[src/rtl/rf_pkg.sv]
// Shared defaults, types and width helpers for the scoreboarded register file.
package rf_pkg;

    localparam int DEF_DATA_W = 32;
    localparam int DEF_ADDR_W = 5;

    typedef logic [DEF_DATA_W-1:0] rf_data_t;
    typedef logic [DEF_ADDR_W-1:0] rf_addr_t;

    // busy_cnt must hold DEPTH itself, hence DEPTH+1 distinct values.
    function automatic int popcount_w(input int addr_w);
        return $clog2((1 << addr_w) + 1);
    endfunction

endpackage

[src/rtl/rf_scoreboard.sv]
// Per-register busy tracking: one in-flight producer per register, RAW lookup
// for each read port, WAW warning on reserve and a running busy count.
module rf_scoreboard
    import rf_pkg::*;
#(
    parameter int ADDR_W   = DEF_ADDR_W,
    parameter int NUM_RD   = 2,
    parameter int ZERO_REG = 1,
    parameter int BYPASS   = 1,
    localparam int DEPTH   = 2 ** ADDR_W,
    localparam int CNT_W   = popcount_w(ADDR_W)
) (
    input  logic                     clk,
    input  logic                     rst_n,
    input  logic [NUM_RD*ADDR_W-1:0] rd_addr,
    input  logic [NUM_RD-1:0]        rd_used,
    output logic [NUM_RD-1:0]        rd_busy,
    output logic                     stall,
    input  logic                     wr_en,
    input  logic [ADDR_W-1:0]        wr_addr,
    input  logic                     rsv_en,
    input  logic [ADDR_W-1:0]        rsv_addr,
    output logic                     rsv_conflict,
    output logic [CNT_W-1:0]         busy_cnt
);

    logic [DEPTH-1:0] busy_q, busy_d;
    logic [CNT_W-1:0] busy_cnt_q, busy_cnt_d;
    logic             wr_ok, rsv_ok, inc, dec;
    logic [ADDR_W-1:0] addr_k;

    always_comb begin
        wr_ok  = wr_en  && !(ZERO_REG != 0 && wr_addr  == '0);
        rsv_ok = rsv_en && !(ZERO_REG != 0 && rsv_addr == '0);

        // Reserve is applied last so a new producer wins over a retiring one.
        busy_d = busy_q;
        if (wr_ok)
            busy_d[wr_addr] = 1'b0;
        if (rsv_ok)
            busy_d[rsv_addr] = 1'b1;

        inc = rsv_ok && !busy_q[rsv_addr];
        dec = wr_ok && busy_q[wr_addr] && !(rsv_ok && rsv_addr == wr_addr);
        busy_cnt_d = busy_cnt_q + CNT_W'(inc) - CNT_W'(dec);

        rsv_conflict = rsv_ok && busy_q[rsv_addr];
    end

    always_comb begin
        rd_busy = '0;
        addr_k  = '0;
        for (int k = 0; k < NUM_RD; k++) begin
            addr_k     = rd_addr[k*ADDR_W +: ADDR_W];
            rd_busy[k] = busy_q[addr_k];
            if (BYPASS != 0 && wr_ok && wr_addr == addr_k)
                rd_busy[k] = 1'b0;
            if (ZERO_REG != 0 && addr_k == '0)
                rd_busy[k] = 1'b0;
        end
        stall = |(rd_busy & rd_used);
    end

    always_ff @(posedge clk or negedge rst_n) begin
        if (!rst_n) begin
            busy_q     <= '0;
            busy_cnt_q <= '0;
        end else begin
            busy_q     <= busy_d;
            busy_cnt_q <= busy_cnt_d;
        end
    end

    assign busy_cnt = busy_cnt_q;

endmodule

[src/rtl/regfile_sb.sv]
// Multi-port register file with rising-edge writes, optional write-to-read
// bypass and an integrated busy scoreboard for the hazard unit.
module regfile_sb
    import rf_pkg::*;
#(
    parameter int DATA_W   = DEF_DATA_W,
    parameter int ADDR_W   = DEF_ADDR_W,
    parameter int NUM_RD   = 2,
    parameter int ZERO_REG = 1,
    parameter int BYPASS   = 1,
    localparam int DEPTH   = 2 ** ADDR_W,
    localparam int CNT_W   = popcount_w(ADDR_W)
) (
    input  logic                     clk,
    input  logic                     rst_n,
    input  logic [NUM_RD*ADDR_W-1:0] rd_addr,
    input  logic [NUM_RD-1:0]        rd_used,
    output logic [NUM_RD*DATA_W-1:0] rd_data,
    output logic [NUM_RD-1:0]        rd_busy,
    output logic                     stall,
    input  logic                     wr_en,
    input  logic [ADDR_W-1:0]        wr_addr,
    input  logic [DATA_W-1:0]        wr_data,
    input  logic                     rsv_en,
    input  logic [ADDR_W-1:0]        rsv_addr,
    output logic                     rsv_conflict,
    output logic [CNT_W-1:0]         busy_cnt
);

    logic [DATA_W-1:0] mem_q [DEPTH];
    logic [DATA_W-1:0] mem_d [DEPTH];
    logic              wr_ok, wr_fwd;
    logic [ADDR_W-1:0] addr_k;
    logic [DATA_W-1:0] data_k;

    always_comb begin
        wr_ok = wr_en && !(ZERO_REG != 0 && wr_addr == '0);
        mem_d = mem_q;
        if (wr_ok)
            mem_d[wr_addr] = wr_data;
    end

    // Forwarding is gated by reset so the read ports stay at zero while held.
    always_comb begin
        wr_fwd  = (BYPASS != 0) && wr_en && rst_n;
        rd_data = '0;
        addr_k  = '0;
        data_k  = '0;
        for (int k = 0; k < NUM_RD; k++) begin
            addr_k = rd_addr[k*ADDR_W +: ADDR_W];
            data_k = mem_q[addr_k];
            if (wr_fwd && wr_addr == addr_k)
                data_k = wr_data;
            if (ZERO_REG != 0 && addr_k == '0)
                data_k = '0;
            rd_data[k*DATA_W +: DATA_W] = data_k;
        end
    end

    always_ff @(posedge clk or negedge rst_n) begin
        if (!rst_n)
            mem_q <= '{default: '0};
        else
            mem_q <= mem_d;
    end

    rf_scoreboard #(
        .ADDR_W  (ADDR_W),
        .NUM_RD  (NUM_RD),
        .ZERO_REG(ZERO_REG),
        .BYPASS  (BYPASS)
    ) u_scoreboard (
        .clk         (clk),
        .rst_n       (rst_n),
        .rd_addr     (rd_addr),
        .rd_used     (rd_used),
        .rd_busy     (rd_busy),
        .stall       (stall),
        .wr_en       (wr_en),
        .wr_addr     (wr_addr),
        .rsv_en      (rsv_en),
        .rsv_addr    (rsv_addr),
        .rsv_conflict(rsv_conflict),
        .busy_cnt    (busy_cnt)
    );

endmodule

[config.mk]
export PLATFORM = sky130hd
export DESIGN_NAME = regfile_sb
export DESIGN_NICKNAME = d
export VERILOG_FILES = /design/src/rtl/rf_pkg.sv /design/src/rtl/rf_scoreboard.sv /design/src/rtl/regfile_sb.sv
export SDC_FILE = /design/constraint.sdc
export NUM_CORES = 2
export LEC_CHECK = 0
export ABC_CLOCK_PERIOD_IN_PS = 9950
export CAP_MARGIN = 40
export CORE_UTILIZATION = 55
export CTS_BUF_LIST = sky130_fd_sc_hd__clkbuf_2
export CTS_CLUSTER_DIAMETER = 40
export DETAILED_ROUTE_END_ITERATION = 10
export DONT_BUFFER_PORTS = 1
export PLACE_DENSITY_LB_ADDON = 0.08
export SETUP_SLACK_MARGIN = 0.1
export SLEW_MARGIN = 25
export SYNTH_ARGS = -nofsm -noshare
export SYNTH_HDL_FRONTEND = slang
export SYNTH_SLANG_ARGS = --single-unit
[constraint.sdc]
create_clock -name clk -period 9.95 [get_ports clk]
set_input_delay 2.985 -clock clk [delete_from_list [all_inputs] [get_ports clk]]
set_output_delay 2.985 -clock clk [all_outputs]
set_load 0.05 [all_outputs]
* After elaboration in Yosys (flattened, before gate mapping) *
Index checks and enable logic that the tools add are counted.

word-level totals
  register bits = 1062
  output and inout port bits = 74

operators by class
  add/subtract/negate cells = 2
  $lt $le $gt $ge = 10
  eq/ne operators = 3
  multiplexer cells = 31
  bitwise logic cells = 7
  reductions and logical operators = 24

operators with widths
  operator                                                                number
  1024-bit bitwise mux                                                    1
  32-bit two-way mux                                                      11
  32-bit binary-select mux with 5-bit select                              2
  32-bit demux with 5-bit select                                          1
  32-bit bitwise AND                                                      1
  32-bit inverter                                                         1
  32-bit OR                                                               1
  5-bit by 6-bit < comparator with 1-bit output (second input constant)   4
  1-bit binary-select mux with 5-bit select                               4
  5-bit zero test                                                         4
  6-bit >= comparator (second input constant)                             3
  5-bit inverter with 6-bit output                                        3
  5-bit equality test                                                     3
  1-bit logical AND                                                       15
  1-bit demux with 5-bit select                                           2
  5-bit by 1-bit >= comparator with 1-bit output (second input constant)  2
  1-bit two-way mux                                                       10
  6-bit by 1-bit adder with 6-bit output                                  1
  6-bit by 1-bit < comparator with 1-bit output (second input constant)   1
  6-bit by 1-bit subtractor with 6-bit output                             1
  1-bit zero test                                                         4
  2-bit bitwise AND                                                       1
  2-bit OR reduction                                                      1

* Depth between registers and ports, before layout *
  depth in word-level cells = 9
  depth in mapped cells = 16
  gate-level depth less buffers = 14

* Cells and area by module *
Synthesis repeated with hierarchy kept, for this count alone.

second synthesis, totals
  cells, all modules = 4335
  area total of the unflattened synthesis = 59066.6 sq um

by module, submodules not included
  module         instances  cells each  area each (sq um)  sequential area each (sq um)
  regfile_sb     1          4024        56027.5            25624.6
  rf_scoreboard  1          311         3039.2             950.9

* Worst setup path after synthesis *
OpenSTA, ideal clock, no wires.

  path kind = input to output
  from = input port rd_addr[1]
  to = output port rd_data[10]
  data arrival time = 5.296 ns
  data required time = 6.965 ns
  slack = 1.669 ns
  cell stages on the path = 7
  path buffers = 3
  cell sequence = buf_4 or3_1 clkbuf_1 clkbuf_1 o221ai_1 a221oi_1 o31ai_1

between the ends
  longest elaborated chain between the ends = 6
  elaborated cells between the ends (all ways) = 9

RTL lines
  item                                                    RTL line          RTL
  start: declaration                                      regfile_sb.sv:16  input logic [NUM_RD*ADDR_W-1:0] rd_addr,
  5-bit inverter with 6-bit output (not written as such)  regfile_sb.sv:51  data_k = mem_q[addr_k];
  32-bit binary-select mux with 5-bit select              regfile_sb.sv:51
  32-bit two-way mux (not written as such) (2 in a row)   regfile_sb.sv:51
  32-bit two-way mux                                      regfile_sb.sv:52  if (wr_fwd && wr_addr == addr_k)
  32-bit two-way mux *                                    regfile_sb.sv:54  if (ZERO_REG != 0 && addr_k == '0)
  end: declaration                                        regfile_sb.sv:18  output logic [NUM_RD*DATA_W-1:0] rd_data,

Every way passes the cells marked *; elsewhere a longest branch is shown, timed or not. The select of a mux whose other input is x is not followed.

* Worst setup path in the final report *
  from = input port rst_n
  to = output port rd_data[33]

between the ends
  longest elaborated chain between the ends = 4

RTL lines
  item                RTL line          RTL
  start: declaration  regfile_sb.sv:15  input logic rst_n,
  1-bit logical AND   regfile_sb.sv:45  wr_fwd = (BYPASS != 0) && wr_en && rst_n;
  1-bit logical AND   regfile_sb.sv:52
  32-bit two-way mux  regfile_sb.sv:52
  32-bit two-way mux  regfile_sb.sv:54

Every way passes these cells.

==> flow_metrics.tcl <==
set metrics [dict create \
    syn-instance-count 4096 \
    io_buffers 0 \
    crit_arrival_ns 6.48 \
    drive_gt1_frac 0.474 \
    grt_max_degree 1064 \
    synthFlopType "dfrtp_1" \
    worst_pin_slew_ns 1.13 \
    drt_iter0_drc 3606 \
    synth_nets 4161 \
    final_cells 5609 \
    hp-class "reg2reg" \
    route.antenna.remaining_nets 0 \
    top_usage_layer "met2" \
    grt_use_met2 0.556 \
    report.final.hold_viol_count 0 \
    grtUsageMet1 0.462 \
    fill_cells 8372 \
    min_period_over_period 0.951 \
    die-width_um 327 \
    leakagePower_uw 0.0273 \
    timing.fmax_mhz 106 \
    vdd_drop_max_mv 0.102 \
    cp.depth 8 \
    async_flop_share 1.00 \
    avgSynthCellArea_um2 14.2 \
    ctsRootBufferMaster "clkbuf_2" \
    vias 39000 \
    crit_type "in2out" \
    ys_seq_area_frac 0.457 \
    firstDrtPassIters 5 \
    fin_nets 4095 \
    initial_core_util 0.558 \
    grt_use_met3 0.0740 \
    vias_per_cell 6.95 \
    cp_cell_sequence "buf_16, buf_16, nand2_1, nand4b_1, a21oi_4, buf_4, nand2_1, nand2_1" \
    overflow 0 \
    setup_tns_ns 0 \
    fin_ws_ns 0.483 \
    max_slew_margin 0.249 \
    grt_pass1_vias 41600 \
    final_area_mm2 0.0615 \
    core-area_mm2 0.104 \
    synth-seq-cells 1062 \
    critPathMaxStageDelay_ns 0.59 \
    finalClockSkew_ns 0.0724 \
    areaGrowthSynthToFinish_pct 5.64 \
    path_delay_family "buffers and inverters" \
    slew_viol_final 0 \
    multi_input_area_mm2 0.0296 \
    yosysWarnings 0 \
    crit_path_end_kind "output port" \
    grt_usage 0.350 \
    place_ws_ns 1.27 \
    cts_max_path_buffers 4 \
    slowest_stage "a21oi_4" \
    numClockSinks 1062 \
    required_ns 6.97 \
    finalSetupViolations 0 \
    period_needed_ns 9.47 \
    h-tree-depth 5 \
    antenna_found_initial 5 \
    clock_latency_ns 1.57 \
    grt_pass1_wl_mm 275 \
    row_count 118 \
    routed_wl_mm 185 \
    gp_congestion 0.890 \
    io_pins 132 \
    synth_edf_count 0 \
    routedWlPerCell_um 33.0 \
    rsz0062_at_grt "false" \
    powerDensity_mw_per_mm2 188 \
    crit_top_cell "nand2_1" \
    reg2reg_depth 13 \
    cts_tree "built" \
    regArea_mm2 0.0266 \
    crit_fanout 132 \
    fp.dieH_um 327 \
    synth_area_mm2 0.0582 \
    dpl.cell_count 5096 \
    synth_cell_types 57 \
    hold_slack_ns 0.404 \
    clk_pin_slew_ns 0.09 \
    hpwl_mm 97.0 \
    drcViolationCount 0 \
    dieArea_mm2 0.107 \
    drv_cap 0 \
    path_buf_inv 3 \
    start_kind "primary input" \
    postCtsSetupRepairBufs 0 \
    cts_buffers 304 \
    placed_area_mm2 0.0587 \
    min_path_cells 0 \
    status "finished clean" \
]
[layout make-up]
class / instances / area share
clock buffers: 432 / 0.0352
multi-input cells: 2559 / 0.481
well taps: 1380 / 0.0281
diodes: 3 / 0.000122
flip-flops and latches: 1062 / 0.432
repair buffers: 94 / 0.0165
clock inverters: 70 / 0.00611
inverters: 9 / 0.000550
[layout by cell type, fill, tap and decap left out, types with 67 or more instances in the layout]
cell,n
nand2_1,126
mux4_2,449
dfrtp_1,1062
mux2_2,960
buf_4,75
mux2i_1,288
clkbuf_2,432
o21ai_0,67
a21oi_1,123
nor2b_1,71
a211oi_1,69
[metrics by stage]
| step | total power, uW | util |
|---|---|---|
| 6_report | 11500 | 0.590 |
| 5_1_grt | 12100 | 0.590 |
| 4_1_cts | 11500 | 0.587 |
| 3_5_place_dp | 8360 | 0.563 |
| 3_3_place_gp | 8180 | 0.561 |
| 2_1_floorplan | 7890 | - |
[layer usage]
metal / up-vias / wire length [um]
met5: - / 13
li1: 15700 / -
met2: 1879 / 88300
met3: 494 / 14600
met4: 2 / 8440
met1: 20800 / 73700
[flip-flops by register name, indices dropped and copies added (netlist names)]
register	flops
u_scoreboard.busy_q	32
mem_q	1024
u_scoreboard.busy_cnt	6
[synth_stat cells (5+ instances only)]
cell / n / share of area
buf_1: 46 / 0.0030
o21ai_0: 67 / 0.0058
mux2_1: 42 / 0.0081
o22ai_1: 5 / 0.00054
mux2_2: 960 / 0.19
buf_2: 181 / 0.016
ha_1: 6 / 0.0013
dfrtp_1: 1062 / 0.46
buf_4: 46 / 0.0059
mux2i_1: 288 / 0.050
nor2b_1: 74 / 0.0080
o221ai_1: 57 / 0.0086
a32o_1: 5 / 0.00086
nand2_1: 144 / 0.0093
a21o_1: 6 / 0.00077
a22o_1: 33 / 0.0050
xnor2_1: 8 / 0.0012
xor2_1: 12 / 0.0018
buf_6: 7 / 0.0014
a31oi_1: 17 / 0.0018
a21oi_1: 124 / 0.011
a211oi_1: 69 / 0.0089
clkbuf_1: 186 / 0.012
nand3_1: 19 / 0.0016
nor3_1: 11 / 0.00095
nor2_2: 6 / 0.00065
o31ai_1: 6 / 0.00077
a22oi_1: 40 / 0.0052
mux4_2: 449 / 0.17
inv_1: 9 / 0.00058
a221oi_1: 23 / 0.0035
o2111ai_1: 13 / 0.0020
nor2_1: 28 / 0.0018
[final timing paths]
kind                                                 endpoint                              start  slack (ns)
hold reg to reg                       mem_q[1002]$_DFFE_PN0P_            mem_q[1002]$_DFFE_PN0P_        0.40
max in group asynchronous              mem_q[647]$_DFFE_PN0P_                              rst_n        5.95
min in group asynchronous              mem_q[221]$_DFFE_PN0P_                              rst_n        1.19
setup reg to reg           u_scoreboard.busy_cnt[4]$_DFF_PN0_  u_scoreboard.busy_q[15]$_DFF_PN0_        6.69
setup / recovery                                  rd_data[33]                              rst_n        0.48
hold / removal                        mem_q[1002]$_DFFE_PN0P_            mem_q[1002]$_DFFE_PN0P_        0.40
[timing repair]
action	4_1_cts	5_1_grt
hold buffers	0	0
gates resized for setup	0	0
setup endpoints to repair	0	19
[where the power goes]
group          leakage (uW)  internal [uW]  total, uW  switching (uW)
Sequential           0.0136           5150       5830             682
Combinational        0.0117           1540       2570            1030
Clock               0.00199           1250       3130            1880
[logic make-up (layout without fill, tap and decap cells)]
kind of cell    Yosys count  in the layout  synth area share
mux                    1739           1739             0.417
flops                  1062           1062             0.457
compound gates          477            477            0.0559
buf+inv                 475            605            0.0384
simple gates            316            316            0.0268
xor+xnor                 20             20           0.00301
fa+ha+maj                 7              7           0.00163
other cells               0              3                 0
Note: power is estimated with default switching activity, not from simulation.
